<file path="src/rtl/rr_mux.sv">
// M-to-1 arbitrated multiplexer: round-robin or fixed-priority grant feeding
// a one-entry registered output stage with valid/ready handshakes.
module rr_mux #(
  parameter int N     = 32,
  parameter int M     = 32,
  parameter int SEL_W = $clog2(M)
) (
  input  logic             clk,
  input  logic             rst,
  input  logic             fixed_pri,
  input  logic [M*N-1:0]   in_data,
  input  logic [M-1:0]     in_valid,
  output logic [M-1:0]     in_ready,
  output logic [N-1:0]     out_data,
  output logic [SEL_W-1:0] out_sel,
  output logic             out_valid,
  input  logic             out_ready
);

  localparam logic [SEL_W:0]   M_EXT    = (SEL_W+1)'(M);
  localparam logic [SEL_W-1:0] LAST_IDX = SEL_W'(M - 1);

  logic [SEL_W-1:0] ptr_q, ptr_d;
  logic [N-1:0]     out_data_q, out_data_d;
  logic [SEL_W-1:0] out_sel_q, out_sel_d;
  logic             out_valid_q, out_valid_d;

  logic [SEL_W-1:0] start_s;
  logic [SEL_W:0]   sum_s;
  logic [SEL_W:0]   cand_s;
  logic             hit_s;
  logic             win_found_s;
  logic [SEL_W-1:0] win_idx_s;
  logic             load_s;
  logic             xfer_s;
  logic [M-1:0]     in_ready_s;

  // Wrapping scan from the start index; fixed priority is a scan from channel 0.
  always_comb begin
    start_s     = fixed_pri ? '0 : ptr_q;
    win_found_s = 1'b0;
    win_idx_s   = '0;
    sum_s       = '0;
    cand_s      = '0;
    hit_s       = 1'b0;
    for (int i = 0; i < M; i++) begin
      sum_s       = {1'b0, start_s} + (SEL_W+1)'(i);
      cand_s      = (sum_s >= M_EXT) ? (sum_s - M_EXT) : sum_s;
      hit_s       = ~win_found_s & in_valid[cand_s[SEL_W-1:0]];
      win_idx_s   = hit_s ? cand_s[SEL_W-1:0] : win_idx_s;
      win_found_s = win_found_s | hit_s;
    end
  end

  assign load_s = ~out_valid_q | out_ready;
  assign xfer_s = win_found_s & load_s & ~rst;

  // One-hot accept to the winner; reset blocks any grant so nothing transfers.
  always_comb begin
    in_ready_s = '0;
    if (xfer_s) begin
      in_ready_s[win_idx_s] = 1'b1;
    end else begin
      in_ready_s = '0;
    end
  end

  // Output register and pointer next state; in_data only feeds the register.
  always_comb begin
    out_data_d  = out_data_q;
    out_sel_d   = out_sel_q;
    out_valid_d = out_valid_q;
    ptr_d       = ptr_q;
    if (xfer_s) begin
      out_data_d  = in_data[int'(win_idx_s)*N +: N];
      out_sel_d   = win_idx_s;
      out_valid_d = 1'b1;
      ptr_d       = (win_idx_s == LAST_IDX) ? '0 : (win_idx_s + SEL_W'(1));
    end else if (out_valid_q && out_ready) begin
      out_valid_d = 1'b0;
    end else begin
      out_valid_d = out_valid_q;
    end
  end

  // State registers with synchronous reset.
  always_ff @(posedge clk) begin
    if (rst) begin
      out_data_q  <= '0;
      out_sel_q   <= '0;
      out_valid_q <= 1'b0;
      ptr_q       <= '0;
    end else begin
      out_data_q  <= out_data_d;
      out_sel_q   <= out_sel_d;
      out_valid_q <= out_valid_d;
      ptr_q       <= ptr_d;
    end
  end

  assign in_ready  = in_ready_s;
  assign out_data  = out_data_q;
  assign out_sel   = out_sel_q;
  assign out_valid = out_valid_q;

endmodule

</file>
<file path="config.mk">
export PLATFORM = sky130hd
export DESIGN_NAME = rr_mux
export DESIGN_NICKNAME = d
export VERILOG_FILES = /design/src/rtl/rr_mux.sv
export SDC_FILE = /design/constraint.sdc
export NUM_CORES = 1
export LEC_CHECK = 0
export CORE_AREA = 2 2 438 440
export DETAILED_ROUTE_END_ITERATION = 8
export DIE_AREA = 0 0 440 442
export PLACE_DENSITY = 0.38
export SETUP_SLACK_MARGIN = 0.5
export SLEW_MARGIN = 20
export SYNTH_ARGS = -nofsm -noshare
export SYNTH_HDL_FRONTEND = slang
export SYNTH_SLANG_ARGS = --single-unit
export TNS_END_PERCENT = 20
</file>
<file path="constraint.sdc">
create_clock -name clk -period 7.7 [get_ports clk]
set_clock_uncertainty 0.15 [all_clocks]
set_input_delay 0.77 -clock clk [delete_from_list [all_inputs] [get_ports clk]]
set_output_delay 0.77 -clock clk [all_outputs]
set_load 0.02 [all_outputs]
</file>
==> results.yml <==
setup_path:
  timing.critical_path.required_ns: 6.78
  critical_path.reg2reg.startpoint: "ptr_q[1]"
  cpPeakStageDelay_ns: 0.63
  worst_setup_start_kind: "input port"
  crit_path_cell_trace: "buf_4 -> nor2b_1 -> buf_4 -> mux4_2 -> mux2i_1 -> buf_4 -> o22ai_1 -> a31oi_2 -> buf_4 -> and4_1 -> buf_4 -> nand2_2 -> buf_4 -> buf_4 -> a211oi_1 -> buf_4 -> o22ai_1 -> o21ai_2 -> nand2_4 -> or3_1 -> buf_12 -> nor2_1 -> clkdlybuf4s50_1"
  critPathLaunch: "fixed_pri"
  arrival_time_reported_for_the_critical_path_endpoint_ns: 6.44
  worst-path-max-fanout: 23
  criticalPathCategory: "input port to output pin"
  kind_of_end_point_of_the_critical_path: "output pin"
  r2r_slack_ns: 0.43
  cpLargestDelayFamily: "buffers and inverters"
  r2r-end: "out_data[8]"
  buf_inv_on_cp: 10
  crit_slowest_cell: "sky130_fd_sc_hd__clkdlybuf4s50_1"
  critical-path-top-cell-by-count: "sky130_fd_sc_hd__buf_4"
  r2r_cells: 25
yosys:
  ys_top_cells_by_area: "sky130_fd_sc_hd__mux2i_1 26%, sky130_fd_sc_hd__nand2_1 6.9%, sky130_fd_sc_hd__mux2_2 6.3%"
  yosys_warnings: 0
  synth_cells: 2444
  synthDominantCellAreaShare_pct: 25.9
  post_synth.cell_area_avg_um2: 7.29
  postSynth.topFlopCell: "sky130_fd_sc_hd__dfxtp_1"
  synth.yosys.seq_area_share_pct: 4.83
  post_synth_num_cell_types: 106
  synthesized_nets: 3515
  synth-edff-count: 0
  postSynth.asyncResetShare_pct: 0
  syn_area_um2: 17800
  postSynthRegisterBits: 43
  post-synth-top-area-cell: "sky130_fd_sc_hd__mux2i_1"
outcome:
  status: "finished clean"
timing:
  slew_headroom_pct: 28.7
  unrepaired_setup_endpoints_after_global_routing: "yes"
  fin_crit_ns: 7.36
  fmax_mhz: 136
  tightestPinTransition_ns: 1.07
  final_slew_violations: 0
  timing.final.crit_share_pct: 95.5
  hold_violations: 0
  hold_slack_ns: 0.362
  setup_viol: 0
cts:
  clock_tree_from_tritoncts: "built"
  clock_tree.buffer_depth: 2
  clock_tree.htree_level_count: 2
  clk_pin_slew_ns: 0.06
  hold_buffers: 0
  cts.root.buffer_cell: "sky130_fd_sc_hd__clkbuf_16"
  cts_made_buffers: 5
  cts_num_sinks: 43
  clk-insertion-delay-late_ns: 0.34
drt:
  antenna_left: 0
  avgRoutedWirePerCell_um: 33.5
  routed_via_density: 4.24
  routed-via-count: 27300
  firstDrtPassIters: 7
  drc_errors: 0
  postRouteWirelength_um: 216000
  initialDrtViolationCount: 2083
worst_hold_path:
  hold_crit_depth: 2
  timing.hold.worst.start: "out_data[28]"
  hold_wc_path_type: "register to register"
  hold-path-endpoint: "out_data[28]"
pwr:
  pwr-share-comb_pct: 96.6
  clock_power_share_pct: 1.2
  ir_worst_vdd_mv: 0.228
  power.density_nw_per_um2: 570
  p_seq_share_pct: 2.2
  p_int_uw: 8870
  netSwitchingPower_uw: 12100
  power_switching_share_pct: 57.7
  post-layout-total-power_uw: 21000
  p_leak_uw: 0.0137
grt:
  antenna_found_initial: 82
  grt_use_total_pct: 21.3
  number_of_global_route_vias_before_repair: 27900
  grt_first_pass_wirelength_um: 277000
  grt_start_max_net_pins: 64
  gr-total-overflow: 0
die:
  horiz_die_dim_um: 440
  fp.dieH_um: 442
  initial_utilization_pct: 9.39
  placeable_area_um2: 190000
  pin_count: 1130
  rows: 160
  die-area_um2: 194000
placement:
  place_area_um2: 36100
  gpl.final_weighted_congestion: 0.982
  portBuffers: 1129
  detailedPlacementHpwl_um: 193000
final_layout:
  nFillCells: 21400
  nNetsFinal: 4971
  drive_gt1_share_pct: 21.6
  final_cell_area_um2: 36800
  areaGrowthSynthToFinish_pct: 107
  mostFrequentLayoutCell: "sky130_fd_sc_hd__clkdlybuf4s50_1"
  layout.cells.most_common_list: "1112 x sky130_fd_sc_hd__clkdlybuf4s50_1, 493 x sky130_fd_sc_hd__buf_4, 439 x sky130_fd_sc_hd__mux2i_1, 323 x sky130_fd_sc_hd__nand2_1, 106 x sky130_fd_sc_hd__o22ai_1"
flow_run:
  timing.max_cap.violations: 0
## through the flow
stage	util [%]	instances	TNS [ns]	worst slack (ns)
after global routing	19.4	6427	0	0.184
after CTS	19.3	6405	0	0.286
final	19.4	6444	0	0.343
after global placement	19.0	6387	-7.73	-0.498
after detailed placement	19.0	6387	-6.96	-0.468
after floorplan	-	2444	0	0.481
## worst max path at each step
stage               slack (ns)  depth (start not counted)           end
floorplan                 0.48                         27   in_ready[4]
global placement         -0.50                         25  out_data[21]
detailed placement       -0.47                         27   out_data[7]
CTS                       0.29                         27   out_data[1]
global route              0.18                         22   in_ready[1]
finish                    0.34                         23   in_ready[1]
## cell type report
cell class              count  area [um2]  share of cell area (%)
diodes                     32        80.1                   0.217
inverters                  21        91.3                   0.248
multi-input cells        2147       16300                    44.3
clock inverters             2        12.5                  0.0340
repair buffers           1682       16200                    44.0
flip-flops and latches     43         861                    2.34
clock buffers               6         129                   0.350
well taps                2511        3140                    8.53
## synth_stat cells, types with 15 or more instances
| library cell | n |
|---|---|
| sky130_fd_sc_hd__nor4_1 | 43 |
| sky130_fd_sc_hd__mux2_2 | 99 |
| sky130_fd_sc_hd__a22oi_1 | 17 |
| sky130_fd_sc_hd__clkbuf_1 | 97 |
| sky130_fd_sc_hd__xnor2_1 | 15 |
| sky130_fd_sc_hd__nor3_1 | 39 |
| sky130_fd_sc_hd__nand2b_1 | 21 |
| sky130_fd_sc_hd__a21oi_1 | 95 |
| sky130_fd_sc_hd__o22ai_1 | 108 |
| sky130_fd_sc_hd__o2bb2ai_1 | 28 |
| sky130_fd_sc_hd__mux2i_1 | 460 |
| sky130_fd_sc_hd__a22o_1 | 15 |
| sky130_fd_sc_hd__buf_4 | 15 |
| sky130_fd_sc_hd__nor2b_1 | 18 |
| sky130_fd_sc_hd__inv_1 | 17 |
| sky130_fd_sc_hd__nor2_1 | 103 |
| sky130_fd_sc_hd__a311oi_1 | 34 |
| sky130_fd_sc_hd__o32ai_1 | 42 |
| sky130_fd_sc_hd__mux4_2 | 23 |
| sky130_fd_sc_hd__buf_2 | 96 |
| sky130_fd_sc_hd__or3_1 | 16 |
| sky130_fd_sc_hd__o21ai_0 | 88 |
| sky130_fd_sc_hd__a21o_1 | 15 |
| sky130_fd_sc_hd__and2_1 | 54 |
| sky130_fd_sc_hd__dfxtp_1 | 43 |
| sky130_fd_sc_hd__a211oi_1 | 77 |
| sky130_fd_sc_hd__nand2_1 | 328 |
| sky130_fd_sc_hd__nand3_1 | 87 |
| sky130_fd_sc_hd__a31oi_1 | 68 |
## worst min-delay path, delay by kind of cell (launching register included)
family	cells	cell delay, ns
AO/OA/AOI/OAI	2	0.15
flip-flops	1	0.31
## power groups by stage
stage	logic, uW	clock network (uW)	registers (uW)
final	20300	253	462
after global routing	21400	275	469
after CTS	20500	274	456
after detailed placement	20200	0	461
after global placement	20300	0	458
after floorplan	9130	0	513
## layer usage
| metal | track usage (%) | part of all wire [%] |
|---|---|---|
| met5 | 0 | 0.065 |
| met4 | 4.83 | 2.7 |
| met3 | 3.10 | 5.3 |
| met2 | 38.3 | 51 |
| met1 | 26.3 | 41 |
## cells by family after synthesis
| group | Yosys count | synth area share [%] |
|---|---|---|
| multiplexers | 590 | 35.6 |
| buffers and inverters | 254 | 6.85 |
| flip-flops | 43 | 4.83 |
| XOR/XNOR | 20 | 1.11 |
| adder cells (fa/ha/maj) | 11 | 0.773 |
| AND/OR/NAND/NOR | 792 | 21.7 |
| AO/OA/AOI/OAI | 734 | 29.1 |
## repair_timing
item | in CTS | in global routing
gates resized for setup | 53 | 46
setup buffers | 9 | 7
setup endpoints to repair | 63 | 62
cloned | 1 | 0
pin swaps | 7 | 5
## state kept, by name (all words and copies together), names as in the netlist
register and cells:
ptr_q 5, out_valid 1, out_data 32, out_sel 5
Power figures use the tool's default switching activity.
